File: config.mk
export PLATFORM = sky130hd
export DESIGN_NAME = cdb_arbiter
export DESIGN_NICKNAME = d
export VERILOG_FILES = /design/src/rtl/cdb_arbiter.sv
export SDC_FILE = /design/constraint.sdc
export NUM_CORES = 1
export LEC_CHECK = 0
export BUFFER_PORTS_ARGS = -buffer_cell sky130_fd_sc_hd__buf_2
export CAP_MARGIN = 10
export CORE_MARGIN = 1
export CORE_UTILIZATION = 45
export CTS_CLUSTER_SIZE = 40
export DETAILED_ROUTE_END_ITERATION = 6
export GPL_TIMING_DRIVEN = 0
export HOLD_SLACK_MARGIN = 0.12
export PLACE_DENSITY = 0.93
export REMOVE_ABC_BUFFERS = 1
export SYNTH_ARGS = -nofsm -noshare
export SYNTH_HDL_FRONTEND = slang
export SYNTH_SLANG_ARGS = --single-unit
export TNS_END_PERCENT = 20
File: constraint.sdc
create_clock -name clk -period 3.2 [get_ports clk]
set_input_delay 0.16 -clock clk [delete_from_list [all_inputs] [get_ports clk]]
set_output_delay 0.16 -clock clk [all_outputs]
set_load 0.1 [all_outputs]
File: src/rtl/cdb_arbiter.sv
// Round-robin arbiter for the common data bus: picks one requesting FU per cycle
// and registers its tag/value as a one-cycle CDB broadcast.
module cdb_arbiter #(
  parameter int NUM_FU = 4,
  parameter int ID_W   = 4,
  parameter int DATA_W = 8
) (
  input  logic                     clk,
  input  logic                     rst,
  input  logic [NUM_FU-1:0]        req,
  input  logic [NUM_FU*ID_W-1:0]   req_id,
  input  logic [NUM_FU*DATA_W-1:0] req_val,
  input  logic                     cdb_hold,
  input  logic                     flush,
  output logic [NUM_FU-1:0]        grant,
  output logic [NUM_FU-1:0]        fu_stall,
  output logic                     cdb_valid,
  output logic [ID_W-1:0]          cdb_id,
  output logic [DATA_W-1:0]        cdb_val
);

  localparam int PTR_W = $clog2(NUM_FU);

  logic [PTR_W-1:0]  r_rr_ptr;
  logic              r_cdb_valid;
  logic [ID_W-1:0]   r_cdb_id;
  logic [DATA_W-1:0] r_cdb_val;

  logic              w_found;
  logic [PTR_W-1:0]  w_gnt_idx;
  logic [PTR_W-1:0]  w_next_ptr;
  logic              w_grant_en;
  logic [NUM_FU-1:0] w_grant;

  // Rotating priority search starting at r_rr_ptr; first hit wins.
  always_comb begin
    int               idx;
    logic [PTR_W-1:0] cand;
    w_found   = 1'b0;
    w_gnt_idx = '0;
    idx       = 0;
    cand      = '0;
    for (int k = 0; k < NUM_FU; k++) begin
      idx  = (int'(r_rr_ptr) + k) % NUM_FU;
      cand = PTR_W'(idx);
      if (!w_found && req[cand]) begin
        w_found   = 1'b1;
        w_gnt_idx = cand;
      end else begin
        w_found   = w_found;
      end
    end
  end

  // Grant is suppressed by reset, flush and back-pressure.
  always_comb begin
    w_grant    = '0;
    w_grant_en = w_found & ~rst & ~flush & ~cdb_hold;
    if (w_grant_en) begin
      w_grant[w_gnt_idx] = 1'b1;
    end else begin
      w_grant = '0;
    end
    if (w_gnt_idx == PTR_W'(NUM_FU - 1)) begin
      w_next_ptr = '0;
    end else begin
      w_next_ptr = w_gnt_idx + PTR_W'(1);
    end
  end

  // CDB broadcast registers and round-robin pointer.
  always_ff @(posedge clk or posedge rst) begin
    if (rst) begin
      r_rr_ptr    <= '0;
      r_cdb_valid <= 1'b0;
      r_cdb_id    <= '0;
      r_cdb_val   <= '0;
    end else if (flush) begin
      r_cdb_valid <= 1'b0;
      r_cdb_id    <= '0;
      r_cdb_val   <= '0;
    end else if (cdb_hold) begin
      r_cdb_valid <= r_cdb_valid;
    end else if (w_grant_en) begin
      r_cdb_valid <= 1'b1;
      r_cdb_id    <= req_id[int'(w_gnt_idx)*ID_W +: ID_W];
      r_cdb_val   <= req_val[int'(w_gnt_idx)*DATA_W +: DATA_W];
      r_rr_ptr    <= w_next_ptr;
    end else begin
      // Idle: tag/value keep their last contents, only valid drops.
      r_cdb_valid <= 1'b0;
    end
  end

  assign grant     = w_grant;
  assign fu_stall  = req & ~w_grant;
  assign cdb_valid = r_cdb_valid;
  assign cdb_id    = r_cdb_id;
  assign cdb_val   = r_cdb_val;

endmodule

==> results of run 1 <==
flip-flops by register name, indices dropped and copies added (netlist names):
name	cells
cdb_valid	1
cdb_id	4
r_rr_ptr	2
cdb_val	8
synthesized netlist by cell type (all sizes together) (2+ instances only):
cell    number
and3        12
and2         4
nand2b       2
nand3       24
inv          4
dfrtp       15
ha           4
nor2         5
nor2b        2
o21ai       12
clkbuf       7
a21boi       6
a211o       12
buf          6
a32o        12
power by group through the flow:
stage | clock network [W] | registers, W | logic (W)
after floorplan | 0 | 0.000422 | 0.000387
after global placement | 0 | 0.000253 | 0.000706
after detailed placement | 0 | 0.000255 | 0.000728
after CTS | 0.000107 | 0.000253 | 0.000740
after global routing | 0.000114 | 0.000260 | 0.000793
final | 0.000104 | 0.000254 | 0.000745
routing by layer:
layer  vias up  track usage
li1        677            -
met1       661        0.306
met2        75        0.494
met3         4       0.0603
met4         0       0.0570
met5         -            0
metrics by stage:
stage                     cell area [um^2]  power, W  utilization  setup TNS, ns  hold slack, ns
after floorplan                       1120  0.000808            -          -3.41          0.0615
after global placement                1540  0.000959        0.623          -5.44           0.248
after detailed placement              1560  0.000983        0.630         -0.190           0.253
after CTS                             1610   0.00110        0.649              0           0.153
after global routing                  1610   0.00117        0.649              0           0.150
final                                 1610   0.00110        0.649              0           0.163
timing repair:
action,4_1_cts,5_1_grt
resized for setup,1,0
endpoints found under the hold margin,15,0
setup buffers,0,0
hold buffers,1,0
setup endpoints to repair,8,0
area by class of cell:
type | instances | area share
multi-input combinational | 107 | 0.467
timing repair buffer | 78 | 0.250
sequential | 15 | 0.233
tap | 30 | 0.0233
clock buffer | 3 | 0.0140
inverter | 4 | 0.00933
clock inverter | 1 | 0.00311
worst max-delay path, delay by kind of cell (launching register included):
family / cells / cell delay, ns
adders and majority gates: 1 / 0.24
buffers and inverters: 2 / 0.59
AOI/OAI and AO/OA: 1 / 0.15
DFF: 1 / 0.40
and+or+nand+nor: 3 / 1.20
logic make-up after synthesis:
kind of cell / share of synthesized area
fa+ha+maj: 0.0422
flops: 0.316
mux: 0.00948
compound gates: 0.298
buf+inv: 0.0653
simple gates: 0.269
path summary, 6_finish.rpt:
check	startpoint	to	slack (ns)	cells after the start
max in group asynchronous	rst	cdb_val[6]	2.32	3
max	r_rr_ptr[0]	fu_stall[2]	0.17	7
max reg2reg	r_rr_ptr[0]	r_rr_ptr[1]	0.93	5
min	cdb_hold	cdb_valid	0.16	2
min reg2reg	cdb_id[2]	cdb_id[2]	0.50	1
min in group asynchronous	rst	cdb_val[5]	0.51	3
==> results.sh, run 1 <==
export IMPL_status="complete, no violations"
export IMPL_wl_met3_um=313
export IMPL_timing_hold_worst_class="in2reg"
export IMPL_route_met2_wl_um=1810
export IMPL_place_congestion=0.802
export IMPL_crit_type="reg2out"
export IMPL_grt_max_degree=28
export IMPL_drc=0
export IMPL_clk_pin_slew_ns=0.09
export IMPL_wirelength_um=3640
export IMPL_relSlewSlack=0.324
export IMPL_cts_inserted_buffers=3
export IMPL_setup_worst_path_end_class="output pin"
export IMPL_clockPowerShare=0.094
export IMPL_num_rows=18
export IMPL_powerDensity_nw_per_um2=686
export IMPL_swShare=0.559
export IMPL_maxCapViolations=0
export IMPL_area_growth_pct=35.5
export IMPL_clockBufferDepth=2
export IMPL_p_leak_nw=0.876
export IMPL_intPower_w=0.000487
export IMPL_start_kind="flop"
export IMPL_start_util=0.479
export IMPL_die_area_um2=2850
export IMPL_finalWorstPathRequiredPeriod_ns=3.03
export IMPL_pwr_share_comb=0.676
export IMPL_fmax_mhz=330
export IMPL_pre_cts_slack_ns=-0.108
export IMPL_fin_ws_ns=0.172
export IMPL_p_seq_frac=0.230
export IMPL_ys_top_cells_by_area="dfrtp_1 (32%), a32o_1 (10%), nand3_1 (10%), a211o_1 (8.9%), and3_1 (6.3%)"
export IMPL_fin_cells=238
export IMPL_die_w_um=53.4
export IMPL_final_nets=269
export IMPL_cts_tree="yes"
export IMPL_netlist_instances=138
export IMPL_synthArstFlopShare=1.00
export IMPL_drt_iter0_drc=43
export IMPL_yosysSeqAreaShare=0.316
export IMPL_setup_viol_count_final=0
export IMPL_dp_hpwl_um=2520
export IMPL_coreArea_um2=2480
export IMPL_portBuffers=76
export IMPL_h_tree_depth=1
export IMPL_final_hold_viol_count=0
export IMPL_ys_types=28
export IMPL_grt_pass1_wl_um=5450
export IMPL_clock_sinks=15
export IMPL_peakVddDrop_mv=0.469
export IMPL_crit_required_ns=3.04
export IMPL_clock_latency_ns=0.27
export IMPL_path_cells="nand2b_1 -> nand4b_1 -> nand2_2 -> inv_1 -> ha_1 -> a21boi_0 -> buf_2"
export IMPL_vias_per_cell=5.95
export IMPL_synth_area_per_cell_um2=8.60
export IMPL_n_antenna_cell=0
export IMPL_fp_dieH_um=53.4
export IMPL_layout_commonest_cell="buf_2"
export IMPL_clock_skew_ns=0.00142
export IMPL_multi_input_area_um2=752
export IMPL_yosys_warnings=0
export IMPL_mostFrequentLayoutCells="buf_2 (76), nand3_1 (24), dfrtp_1 (15)"
export IMPL_synthFlopType="dfrtp_1"
export IMPL_slowest_delay_ns=0.54
export IMPL_dp_cells=232
export IMPL_synth_seq_cells=15
export IMPL_num_vias=1417
export IMPL_critPathMaxFanout=16
export IMPL_clockRootBuffer="clkbuf_4"
export IMPL_routedWlPerCell_um=15.3
export IMPL_grt_overflow=0
export IMPL_yosys_area_top_type="dfrtp_1"
export IMPL_slew_viol_final=0
export IMPL_final_antenna_net_count=0
export IMPL_synth_top_cell_area_share=0.316
export IMPL_top_layer="met4"
export IMPL_p_switching_w=0.000616
export IMPL_rsz0062_at_grt="no"
export IMPL_pin_count=77
export IMPL_worstMarginPinSlew_ns=1.01
export IMPL_post_route_period_util=0.946
export IMPL_drt_met1_wl_um=1480
export IMPL_crit_slowest_cell="nand2_2"
export IMPL_n_fill_cell=231
export IMPL_drive_gt1_frac=0.418
export IMPL_layout_area_seq_um2=375
export IMPL_synth_edff_count=0
export IMPL_grt_use_total=0.267
export IMPL_grt_pass1_vias=1268
export IMPL_synth_area_um2=1190
export IMPL_worst_endpoint_arrival_ns=2.87
export IMPL_firstDrtPassIters=4
export IMPL_antenna_found_initial=0
Note: power is estimated with default switching activity, not from simulation.
==> run 2: changes to the inputs <==
--- a/config.mk
+++ b/config.mk
@@ -7,7 +7,8 @@
 export LEC_CHECK = 0
 export BUFFER_PORTS_ARGS = -buffer_cell sky130_fd_sc_hd__buf_2
 export CAP_MARGIN = 10
-export CORE_MARGIN = 1
+export CORE_ASPECT_RATIO = 1.5
+export CORE_MARGIN = 2
 export CORE_UTILIZATION = 45
 export CTS_CLUSTER_SIZE = 40
 export DETAILED_ROUTE_END_ITERATION = 6
==> run 2 against run 1 <==
Effect of this change: first-iteration DRC count fell by 12%; combinational power fell by 1%; fmax rose by 4.0%; wire length rose by 0.66%; sequential power barely moved; sequential share of layout area rose by 0.15 points; design area fell by 0.62%; setup slack improved by 0.12 ns; critical endpoint is now fu_stall[0].
==> results.sh, run 2 (same netlist as run 1, synthesis figures left out) <==
export IMPL_grt_overflow=0
export IMPL_layout_commonest_cell="buf_2"
export IMPL_r2r_start="r_rr_ptr[0]"
export IMPL_timing_hold_worst_class="in2reg"
export IMPL_area_growth_pct=34.7
export IMPL_maxCapViolations=0
export IMPL_crit_required_ns=3.04
export IMPL_mostFrequentLayoutCells="buf_2 (76), nand3_1 (24), dfrtp_1 (15)"
export IMPL_clock_latency_ns=0.28
export IMPL_crit_type="reg2out"
export IMPL_worstMarginPinSlew_ns=0.947
export IMPL_antenna_found_initial=0
export IMPL_die_area_um2=3070
export IMPL_status="complete, no violations"
export IMPL_routedWlPerCell_um=15.8
export IMPL_clockRootBuffer="clkbuf_4"
export IMPL_peakVddDrop_mv=0.464
export IMPL_clock_sinks=15
export IMPL_crit_slowest_cell="nand2_2"
export IMPL_crit_start="r_rr_ptr[0]"
export IMPL_slowest_delay_ns=0.50
export IMPL_cts_tree="yes"
export IMPL_fp_dieH_um=66.9
export IMPL_largest_register_ffs=8
export IMPL_p_leak_nw=0.877
export IMPL_pre_cts_slack_ns=-0.00244
export IMPL_final_nets=269
export IMPL_finalWorstPathRequiredPeriod_ns=2.91
export IMPL_cts_inserted_buffers=3
export IMPL_vias_per_cell=6.07
export IMPL_intPower_w=0.000487
export IMPL_worst_endpoint_arrival_ns=2.75
export IMPL_pwr_share_comb=0.670
export IMPL_rsz0062_at_grt="no"
export IMPL_drt_iter0_drc=38
export IMPL_clk_pin_slew_ns=0.08
export IMPL_clock_skew_ns=0.00714
export IMPL_h_tree_depth=1
export IMPL_drc=0
export IMPL_final_hold_viol_count=0
export IMPL_dp_hpwl_um=2580
export IMPL_post_route_period_util=0.910
export IMPL_r2r_slack_ns=1.00
export IMPL_p_seq_frac=0.233
export IMPL_start_util=0.479
export IMPL_die_w_um=45.9
export IMPL_powerDensity_nw_per_um2=685
export IMPL_place_congestion=0.810
export IMPL_firstDrtPassIters=4
export IMPL_slew_viol_final=0
export IMPL_portBuffers=76
export IMPL_num_vias=1408
export IMPL_n_antenna_cell=0
export IMPL_worst_hold_slack_ns=0.146
export IMPL_coreArea_um2=2480
export IMPL_path_cells="nand2b_1 -> nand4b_1 -> nand2_2 -> inv_1 -> ha_1 -> a21boi_0 -> buf_2"
export IMPL_drive_gt1_frac=0.423
export IMPL_wirelength_um=3660
export IMPL_r2r_end="r_rr_ptr[1]"
export IMPL_num_rows=22
export IMPL_n_fill_cell=228
export IMPL_cp_endpoint="fu_stall[0]"
export IMPL_grt_pass1_vias=1402
export IMPL_critPathMaxFanout=16
export IMPL_grt_max_degree=28
export IMPL_relSlewSlack=0.363
export IMPL_setup_viol_count_final=0
export IMPL_total_power_w=0.00110
export IMPL_worstRegToRegCells=5
export IMPL_p_switching_w=0.000608
export IMPL_clockPowerShare=0.097
export IMPL_swShare=0.555
export IMPL_grt_pass1_wl_um=6070
export IMPL_fmax_mhz=343
export IMPL_setup_worst_path_end_class="output pin"
export IMPL_pin_count=77
export IMPL_start_kind="flop"
export IMPL_final_antenna_net_count=0
export IMPL_clockBufferDepth=2
export IMPL_fin_ws_ns=0.288
export IMPL_grt_use_total=0.262
run 2: cell counts in the layout (fill, tap and decap cells not counted):
No cell type changed its count.
run 2: how the worst min path moves through the flow:
stage          startpoint  cells after the start  slack (ns)     endpoint
3_5_place_dp          rst                      2        0.25  r_rr_ptr[0]
5_1_grt          cdb_hold                      2        0.14    cdb_valid
3_3_place_gp          rst                      2        0.26  r_rr_ptr[0]
6_report         cdb_hold                      2        0.15    cdb_valid
4_1_cts          cdb_hold                      2        0.14    cdb_valid
2_1_floorplan         rst                      1        0.06    cdb_id[0]
run 2: through the flow:
| stage | utilization | TNS, ns | cells | instance area [um^2] |
|---|---|---|---|---|
| detailed placement | 0.625 | -0.00392 | 226 | 1550 |
| global placement | 0.620 | -7.05 | 225 | 1540 |
| CTS | 0.645 | 0 | 232 | 1600 |
| floorplan | - | -3.41 | 125 | 1120 |
| finish | 0.645 | 0 | 232 | 1600 |
| global route | 0.645 | 0 | 232 | 1600 |
run 2: per-layer routing:
metal	track usage	vias to the layer above	routed length, um	part of all wire
met3	0.0379	2	211	0.058
met4	0.0571	0	17	0.0046
li1	-	675	-	-
met2	0.500	67	2030	0.55
met5	0	-	0	0
met1	0.286	664	1410	0.38
run 2: power by group through the flow:
stage	clock network, W	registers (W)	logic, W
6_report	0.000106	0.000256	0.000734
5_1_grt	0.000120	0.000261	0.000798
4_1_cts	0.000109	0.000256	0.000735
3_5_place_dp	0	0.000257	0.000723
3_3_place_gp	0	0.000253	0.000710
2_1_floorplan	0	0.000422	0.000387
run 2: layout make-up:
cell class / count / area [um^2] / share of cell area
Multi-Input combinational cell: 107 / 753 / 0.471
Clock inverter: 1 / 5.00 / 0.00313
Tap cell: 24 / 30.0 / 0.0188
Sequential cell: 15 / 375 / 0.235
Timing Repair Buffer: 78 / 398 / 0.249
Clock buffer: 3 / 22.5 / 0.0141
Inverter: 4 / 15.0 / 0.00939
run 2: critical path: cells and delay by family (launching register included):
| family | cells | cell delay [ns] |
|---|---|---|
| flops | 1 | 0.40 |
| buf+inv | 2 | 0.55 |
| compound gates | 1 | 0.14 |
| fa+ha+maj | 1 | 0.24 |
| simple gates | 3 | 1.14 |
run 2: repair_timing:
item	4_1_cts	5_1_grt
resized for setup	1	1
hold buffers	1	0
endpoints found under the setup margin	8	1
gates cloned	1	0
endpoints found under the hold margin	15	0
buffers inserted	0	0
